File: config.mk
export PLATFORM = sky130hd
export DESIGN_NAME = dynamic_lighting_scanner
export DESIGN_NICKNAME = d
export VERILOG_FILES = /design/src/rtl/dynamic_lighting_scanner.sv
export SDC_FILE = /design/constraint.sdc
export NUM_CORES = 1
export LEC_CHECK = 0
export ABC_AREA = 1
export BUFFER_PORTS_ARGS = -buffer_cell sky130_fd_sc_hd__buf_4
export CORE_MARGIN = 10
export CORE_UTILIZATION = 56
export CTS_CLUSTER_DIAMETER = 40
export DETAILED_ROUTE_END_ITERATION = 12
export PLACE_DENSITY = 0.88
export RECOVER_POWER = 25
export SLEW_MARGIN = 20
export SYNTH_ARGS = -nofsm -noshare
export SYNTH_HDL_FRONTEND = slang
export SYNTH_SLANG_ARGS = --single-unit
File: constraint.sdc
create_clock -name CLK -period 2.55 [get_ports CLK]
set_input_delay 0.51 -clock CLK [delete_from_list [all_inputs] [get_ports CLK]]
set_output_delay 0.51 -clock CLK [all_outputs]
set_load 0.05 [all_outputs]
File: src/rtl/dynamic_lighting_scanner.sv
// Multiplexed 4-digit common-anode 7-segment scanner with inter-digit blanking and frame-aligned data commit.
// Optional feature macro: LEADING_ZERO_BLANK_EN (suppress segments of leading zero digits 3..1).
module dynamic_lighting_scanner #(
  parameter int BLANK_CE = 1,
  parameter int HOLD_CE  = 3
) (
  input  logic        CLK,
  input  logic        RST,
  input  logic        CE,
  input  logic [15:0] DATA,
  input  logic [3:0]  DP,
  input  logic        LOAD,
  output logic        LOAD_ACK,
  output logic [3:0]  AN,
  output logic [7:0]  SEG,
  output logic        FRAME
);

  localparam int CNT_MAX = (BLANK_CE > HOLD_CE) ? BLANK_CE : HOLD_CE;
  localparam int CNT_W   = (CNT_MAX > 1) ? $clog2(CNT_MAX) : 1;
  localparam logic [CNT_W-1:0] BLANK_LAST = CNT_W'((BLANK_CE > 0) ? BLANK_CE - 1 : 0);
  localparam logic [CNT_W-1:0] HOLD_LAST  = CNT_W'(HOLD_CE - 1);
  localparam logic [CNT_W-1:0] CNT_ONE    = CNT_W'(1);
  localparam logic [CNT_W-1:0] CNT_ZERO   = CNT_W'(0);

  typedef enum logic {ST_BLANK = 1'b0, ST_SHOW = 1'b1} state_e;

  state_e           state_q, state_d;
  logic [1:0]       idx_q, idx_d;
  logic [CNT_W-1:0] tick_q, tick_d;
  logic [19:0]      stg_q, stg_d;    // {DP, DATA}
  logic [19:0]      disp_q, disp_d;  // {DP, DATA}
  logic             pending_q, pending_d;
  logic             frame_q, frame_d;
  logic             ack_q, ack_d;
  logic [3:0]       an_q, an_d;
  logic [7:0]       seg_q, seg_d;
  logic             wrap_s;
  logic [3:0]       digit_s;
  logic             dp_s;

  // Active-low A..G pattern for one hex nibble
  function automatic logic [6:0] hex7(input logic [3:0] n);
    logic [6:0] r;
    case (n)
      4'h0: r = 7'h40;  4'h1: r = 7'h79;  4'h2: r = 7'h24;  4'h3: r = 7'h30;
      4'h4: r = 7'h19;  4'h5: r = 7'h12;  4'h6: r = 7'h02;  4'h7: r = 7'h78;
      4'h8: r = 7'h00;  4'h9: r = 7'h10;  4'hA: r = 7'h08;  4'hB: r = 7'h03;
      4'hC: r = 7'h46;  4'hD: r = 7'h21;  4'hE: r = 7'h06;  4'hF: r = 7'h0E;
      default: r = 7'h7F;
    endcase
    return r;
  endfunction

`ifdef LEADING_ZERO_BLANK_EN
  // True when digit i and every more-significant digit are zero; digit 0 never qualifies
  function automatic logic lead_zero(input logic [15:0] d, input logic [1:0] i);
    logic r;
    case (i)
      2'd3:    r = (d[15:12] == 4'h0);
      2'd2:    r = (d[15:8]  == 8'h00);
      2'd1:    r = (d[15:4]  == 12'h000);
      default: r = 1'b0;
    endcase
    return r;
  endfunction
`endif

  // Scan sequencer: BLANK/SHOW dwell counting, advancing only on CE
  always_comb begin
    state_d = state_q;
    idx_d   = idx_q;
    tick_d  = tick_q;
    wrap_s  = 1'b0;
    if (CE) begin
      case (state_q)
        ST_BLANK: begin
          if (tick_q == BLANK_LAST) begin
            state_d = ST_SHOW;
            tick_d  = CNT_ZERO;
          end else begin
            tick_d = tick_q + CNT_ONE;
          end
        end
        ST_SHOW: begin
          if (tick_q == HOLD_LAST) begin
            tick_d  = CNT_ZERO;
            idx_d   = idx_q + 2'd1;
            wrap_s  = (idx_q == 2'd3);
            state_d = (BLANK_CE == 0) ? ST_SHOW : ST_BLANK;
          end else begin
            tick_d = tick_q + CNT_ONE;
          end
        end
        default: begin
          state_d = ST_BLANK;
          tick_d  = CNT_ZERO;
        end
      endcase
    end else begin
      state_d = state_q;
    end
  end

  // Staging/commit handshake; a LOAD coinciding with the wrap stays pending for the next frame
  always_comb begin
    stg_d     = LOAD ? {DP, DATA} : stg_q;
    disp_d    = (wrap_s && pending_q) ? stg_q : disp_q;
    pending_d = LOAD ? 1'b1 : (wrap_s ? 1'b0 : pending_q);
    frame_d   = wrap_s;
    ack_d     = wrap_s & pending_q;
  end

  // Anode/segment decode of the next state so the registered outputs move on the stepping edge
  always_comb begin
    an_d    = 4'hF;
    seg_d   = 8'hFF;
    digit_s = disp_d[{idx_d, 2'b00} +: 4];
    dp_s    = disp_d[5'd16 + {3'b000, idx_d}];
    if (state_d == ST_SHOW) begin
      an_d  = ~(4'b0001 << idx_d);
      seg_d = {~dp_s, hex7(digit_s)};
`ifdef LEADING_ZERO_BLANK_EN
      if (lead_zero(disp_d[15:0], idx_d)) begin
        seg_d[6:0] = 7'h7F;
      end else begin
        seg_d[6:0] = hex7(digit_s);
      end
`endif
    end else begin
      an_d  = 4'hF;
      seg_d = 8'hFF;
    end
  end

  // State and output registers with synchronous reset
  always_ff @(posedge CLK) begin
    if (RST) begin
      state_q   <= ST_BLANK;
      idx_q     <= 2'd0;
      tick_q    <= CNT_ZERO;
      stg_q     <= 20'h00000;
      disp_q    <= 20'h00000;
      pending_q <= 1'b0;
      frame_q   <= 1'b0;
      ack_q     <= 1'b0;
      an_q      <= 4'hF;
      seg_q     <= 8'hFF;
    end else begin
      state_q   <= state_d;
      idx_q     <= idx_d;
      tick_q    <= tick_d;
      stg_q     <= stg_d;
      disp_q    <= disp_d;
      pending_q <= pending_d;
      frame_q   <= frame_d;
      ack_q     <= ack_d;
      an_q      <= an_d;
      seg_q     <= seg_d;
    end
  end

  assign AN       = an_q;
  assign SEG      = seg_q;
  assign FRAME    = frame_q;
  assign LOAD_ACK = ack_q;

endmodule

==> impl_metrics.tcl <==
set metrics [dict create \
    syn_avg_cell_area_sq_um 7.16 \
    ios 38 \
    wirelength_microns 5710 \
    multi_input_comb_area_sq_um 1250 \
    clock_sinks 60 \
    maxSlewHeadroom_pct 49.4 \
    die_w_microns 89.3 \
    grt-ovfl-total 0 \
    outcome "finished clean" \
    nNetsFinal 446 \
    grt_pass1_vias 2349 \
    ys_top_cells_by_count "88 x nand2_1, 60 x dfxtp_1, 56 x nor2_1" \
    min_from "DP[3]" \
    cts_setup_buffers 0 \
    slowest_stage "dfxtp_1" \
    dpl.hpwl_microns 4090 \
    worstPathArrival_ps 2490 \
    r2r_cells 15 \
    drc 0 \
    cts_tree "yes" \
    grt_pass1_wl_microns 10100 \
    grt_usage_pct 16.0 \
    crit_top_cell "nand2_1" \
    p_per_area_nw_per_um2 670 \
    grt_max_degree 31 \
    io_buffers 37 \
    synth_most_common_cell "nand2_1" \
    drv_cap 0 \
    antenna_found_initial 0 \
    r2r_start "tick_q[1]$_SDFFE_PP0P_" \
    ys.warnings.count 0 \
    drive_gt1_share_pct 16.6 \
    drtPass1Iterations 4 \
    cp_max_fo 6 \
    core_area_sq_um 4690 \
    crit_type "flop to flop" \
    area_growth_pct 19.4 \
    htreeDepth 3 \
    cts.repair.resized 0 \
    worstSetupStartpoint "tick_q[1]$_SDFFE_PP0P_" \
    finalSetupTns_ps 0 \
    finalMaxSlewViolations 0 \
    total_power_mw 2.15 \
    rrSetupSlack_ps 280 \
    min_period_ps 2270 \
    postCtsHoldBufs 0 \
    final_cells 469 \
    max_slew.worst_pin.slew_ps 759 \
    regToRegEndpoint "SEG[3]$_SDFF_PP1_" \
    clock_skew_ps 6.95 \
    worstSkewPairLatency_ps 340 \
    placedCellCount 454 \
    clockRootBuffer "clkbuf_8" \
    seqCellArea_sq_um 1200 \
    setup_viol 0 \
    synth_flop_cell "dfxtp_1" \
    drtAntennaViolNets 0 \
    antenna_cells 0 \
    vdd_drop_max_v 0.000480 \
    end_kind "flop" \
    hold_class "input port to flop" \
    detail_route.wl_per_cell_microns 12.2 \
    critical-path-max-stage-delay_ps 430 \
    clock_path_buffers 2 \
    cp-start-kind "flop" \
    design.die.area_sq_um 7980 \
    place_ws_ps 150 \
    crit_end "SEG[3]$_SDFF_PP1_" \
    syn_nets 411 \
    ys_types 24 \
    clk_pin_slew_ps 70 \
    globalplace.congestion 0.826 \
    ys_top_cells_by_area "dfxtp_1 45%, nand2_1 12%, nor2_1 7.8%, inv_1 6.1%, nand3_1 5.6%" \
    via_per_inst 4.99 \
    syn_inst 376 \
    vias 2340 \
    layout_setup_ws_ps 280 \
    rows 25 \
    die-height_microns 89.3 \
    required_ps 2770 \
    rsz0062_at_grt "false" \
    p_leak_nw 1.52 \
    max_freq_ghz 0.441 \
    path_cells "ha_4, nand3_2, nand2_1, nand2_1, nand2_2, inv_1, nand2_1, nand2_1, nor2_4, inv_2, ha_1, nand3_1, nand3_1, nand2_1, nand2_1" \
    period_share_pct 89.0 \
    syn-cell-area_sq_um 2690 \
    ys_seq_area_share_pct 44.6 \
    synth_seq_cells 60 \
    timing.final.hold_violations 0 \
    n_fill_cell 380 \
    start_util_pct 57.4 \
    synth_top_area_cell "dfxtp_1" \
    synth_edf_count 0 \
    yosysTopAreaCellShare_pct 44.6 \
    drt_iter0_drc 132 \
    numCtsBuffers 9 \
    async_flop_share_pct 0 \
]
## sequential cells by signal (all words and copies together) (netlist names)
register and cells:
FRAME 1, state_q 1, disp_q 20, SEG 8, AN 4, LOAD_ACK 1, pending_q 1, idx_q 2
stg_q 20, tick_q 2
## placed cells by master, fill, tap and decap left out
| master | netlist | final |
|---|---|---|
| o21a_1 | 1 | 1 |
| buf_4 | 5 | 38 |
| clkinvlp_4 | 0 | 1 |
| nor2_4 | 1 | 3 |
| clkinv_2 | 0 | 1 |
| dfxtp_1 | 60 | 60 |
| mux2i_1 | 2 | 2 |
| clkbuf_1 | 11 | 4 |
| nor2_2 | 5 | 4 |
| nand2_4 | 1 | 1 |
| nand3_2 | 1 | 1 |
| inv_1 | 44 | 43 |
| bufinv_16 | 0 | 2 |
| o211ai_1 | 4 | 4 |
| o21ai_0 | 22 | 22 |
| o21ai_1 | 4 | 4 |
| a22oi_1 | 1 | 1 |
| nor2_1 | 56 | 55 |
| nand4_1 | 3 | 3 |
| ha_4 | 0 | 1 |
| nand2_2 | 4 | 4 |
| nand2_1 | 88 | 88 |
| clkbuf_8 | 0 | 11 |
| a21oi_1 | 19 | 19 |
| ha_1 | 11 | 10 |
| nand3_1 | 30 | 30 |
| inv_2 | 1 | 2 |
## per-stage QoR
| step | util [%] | hold WS, ps | area (sq um) |
|---|---|---|---|
| 2_1_floorplan | - | 429 | 2690 |
| 3_5_place_dp | 63.5 | 447 | 2980 |
| 6_report | 68.5 | 392 | 3210 |
| 4_1_cts | 68.3 | 385 | 3200 |
| 3_3_place_gp | 63.5 | 439 | 2980 |
| 5_1_grt | 68.5 | 387 | 3210 |
## how the worst min path moves through the flow
stage,endpoint,slack [ps],cells after the start
5_1_grt,stg_q[19]$_SDFFE_PP0P_,390,3
6_report,stg_q[19]$_SDFFE_PP0P_,390,3
3_5_place_dp,stg_q[16]$_SDFFE_PP0P_,450,2
2_1_floorplan,stg_q[16]$_SDFFE_PP0P_,430,2
3_3_place_gp,stg_q[17]$_SDFFE_PP0P_,440,2
4_1_cts,stg_q[4]$_SDFFE_PP0P_,390,3
## report_power, final
group / internal (mW) / total [mW] / leakage [nW] / switching (mW)
registers: 0.977 / 0.998 / 0.492 / 0.0205
logic: 0.0708 / 0.198 / 0.918 / 0.128
clock network: 0.596 / 0.956 / 0.111 / 0.360
## area by class of cell
type / count / share of cell area (%)
Multi-Input combinational cell: 253 / 38.9
Timing Repair Buffer: 42 / 9.35
Clock buffer: 11 / 4.71
Tap cell: 54 / 2.10
Inverter: 45 / 5.26
Sequential cell: 60 / 37.4
Clock inverter: 4 / 2.26
## metal layers
metal | up-vias | routed length, microns | GRT usage, % | part of all wire (%)
met5 | - | 0 | 0 | 0
met4 | 0 | 96 | 7.08 | 1.7
met3 | 12 | 309 | 5.10 | 5.4
met2 | 57 | 2760 | 27.0 | 48
met1 | 1025 | 2550 | 18.0 | 45
li1 | 1246 | - | - | -
## logic make-up (layout without fill, tap and decap cells)
kind of cell,Yosys count,in the layout,share of synthesized area (%)
simple gates,189,189,29.7
buf+inv,63,102,9.81
flops,60,60,44.6
compound gates,51,51,10.0
fa+ha+maj,11,11,5.11
mux,2,2,0.744
## critical path: cells and delay by family, from the launching register on
family | cells | cell delay (ps)
adder cells (fa/ha/maj) | 2 | 410
AND/OR/NAND/NOR | 11 | 1160
flip-flops | 1 | 430
buffers and inverters | 2 | 160
No activity file was read; power rests on OpenSTA's default activity.
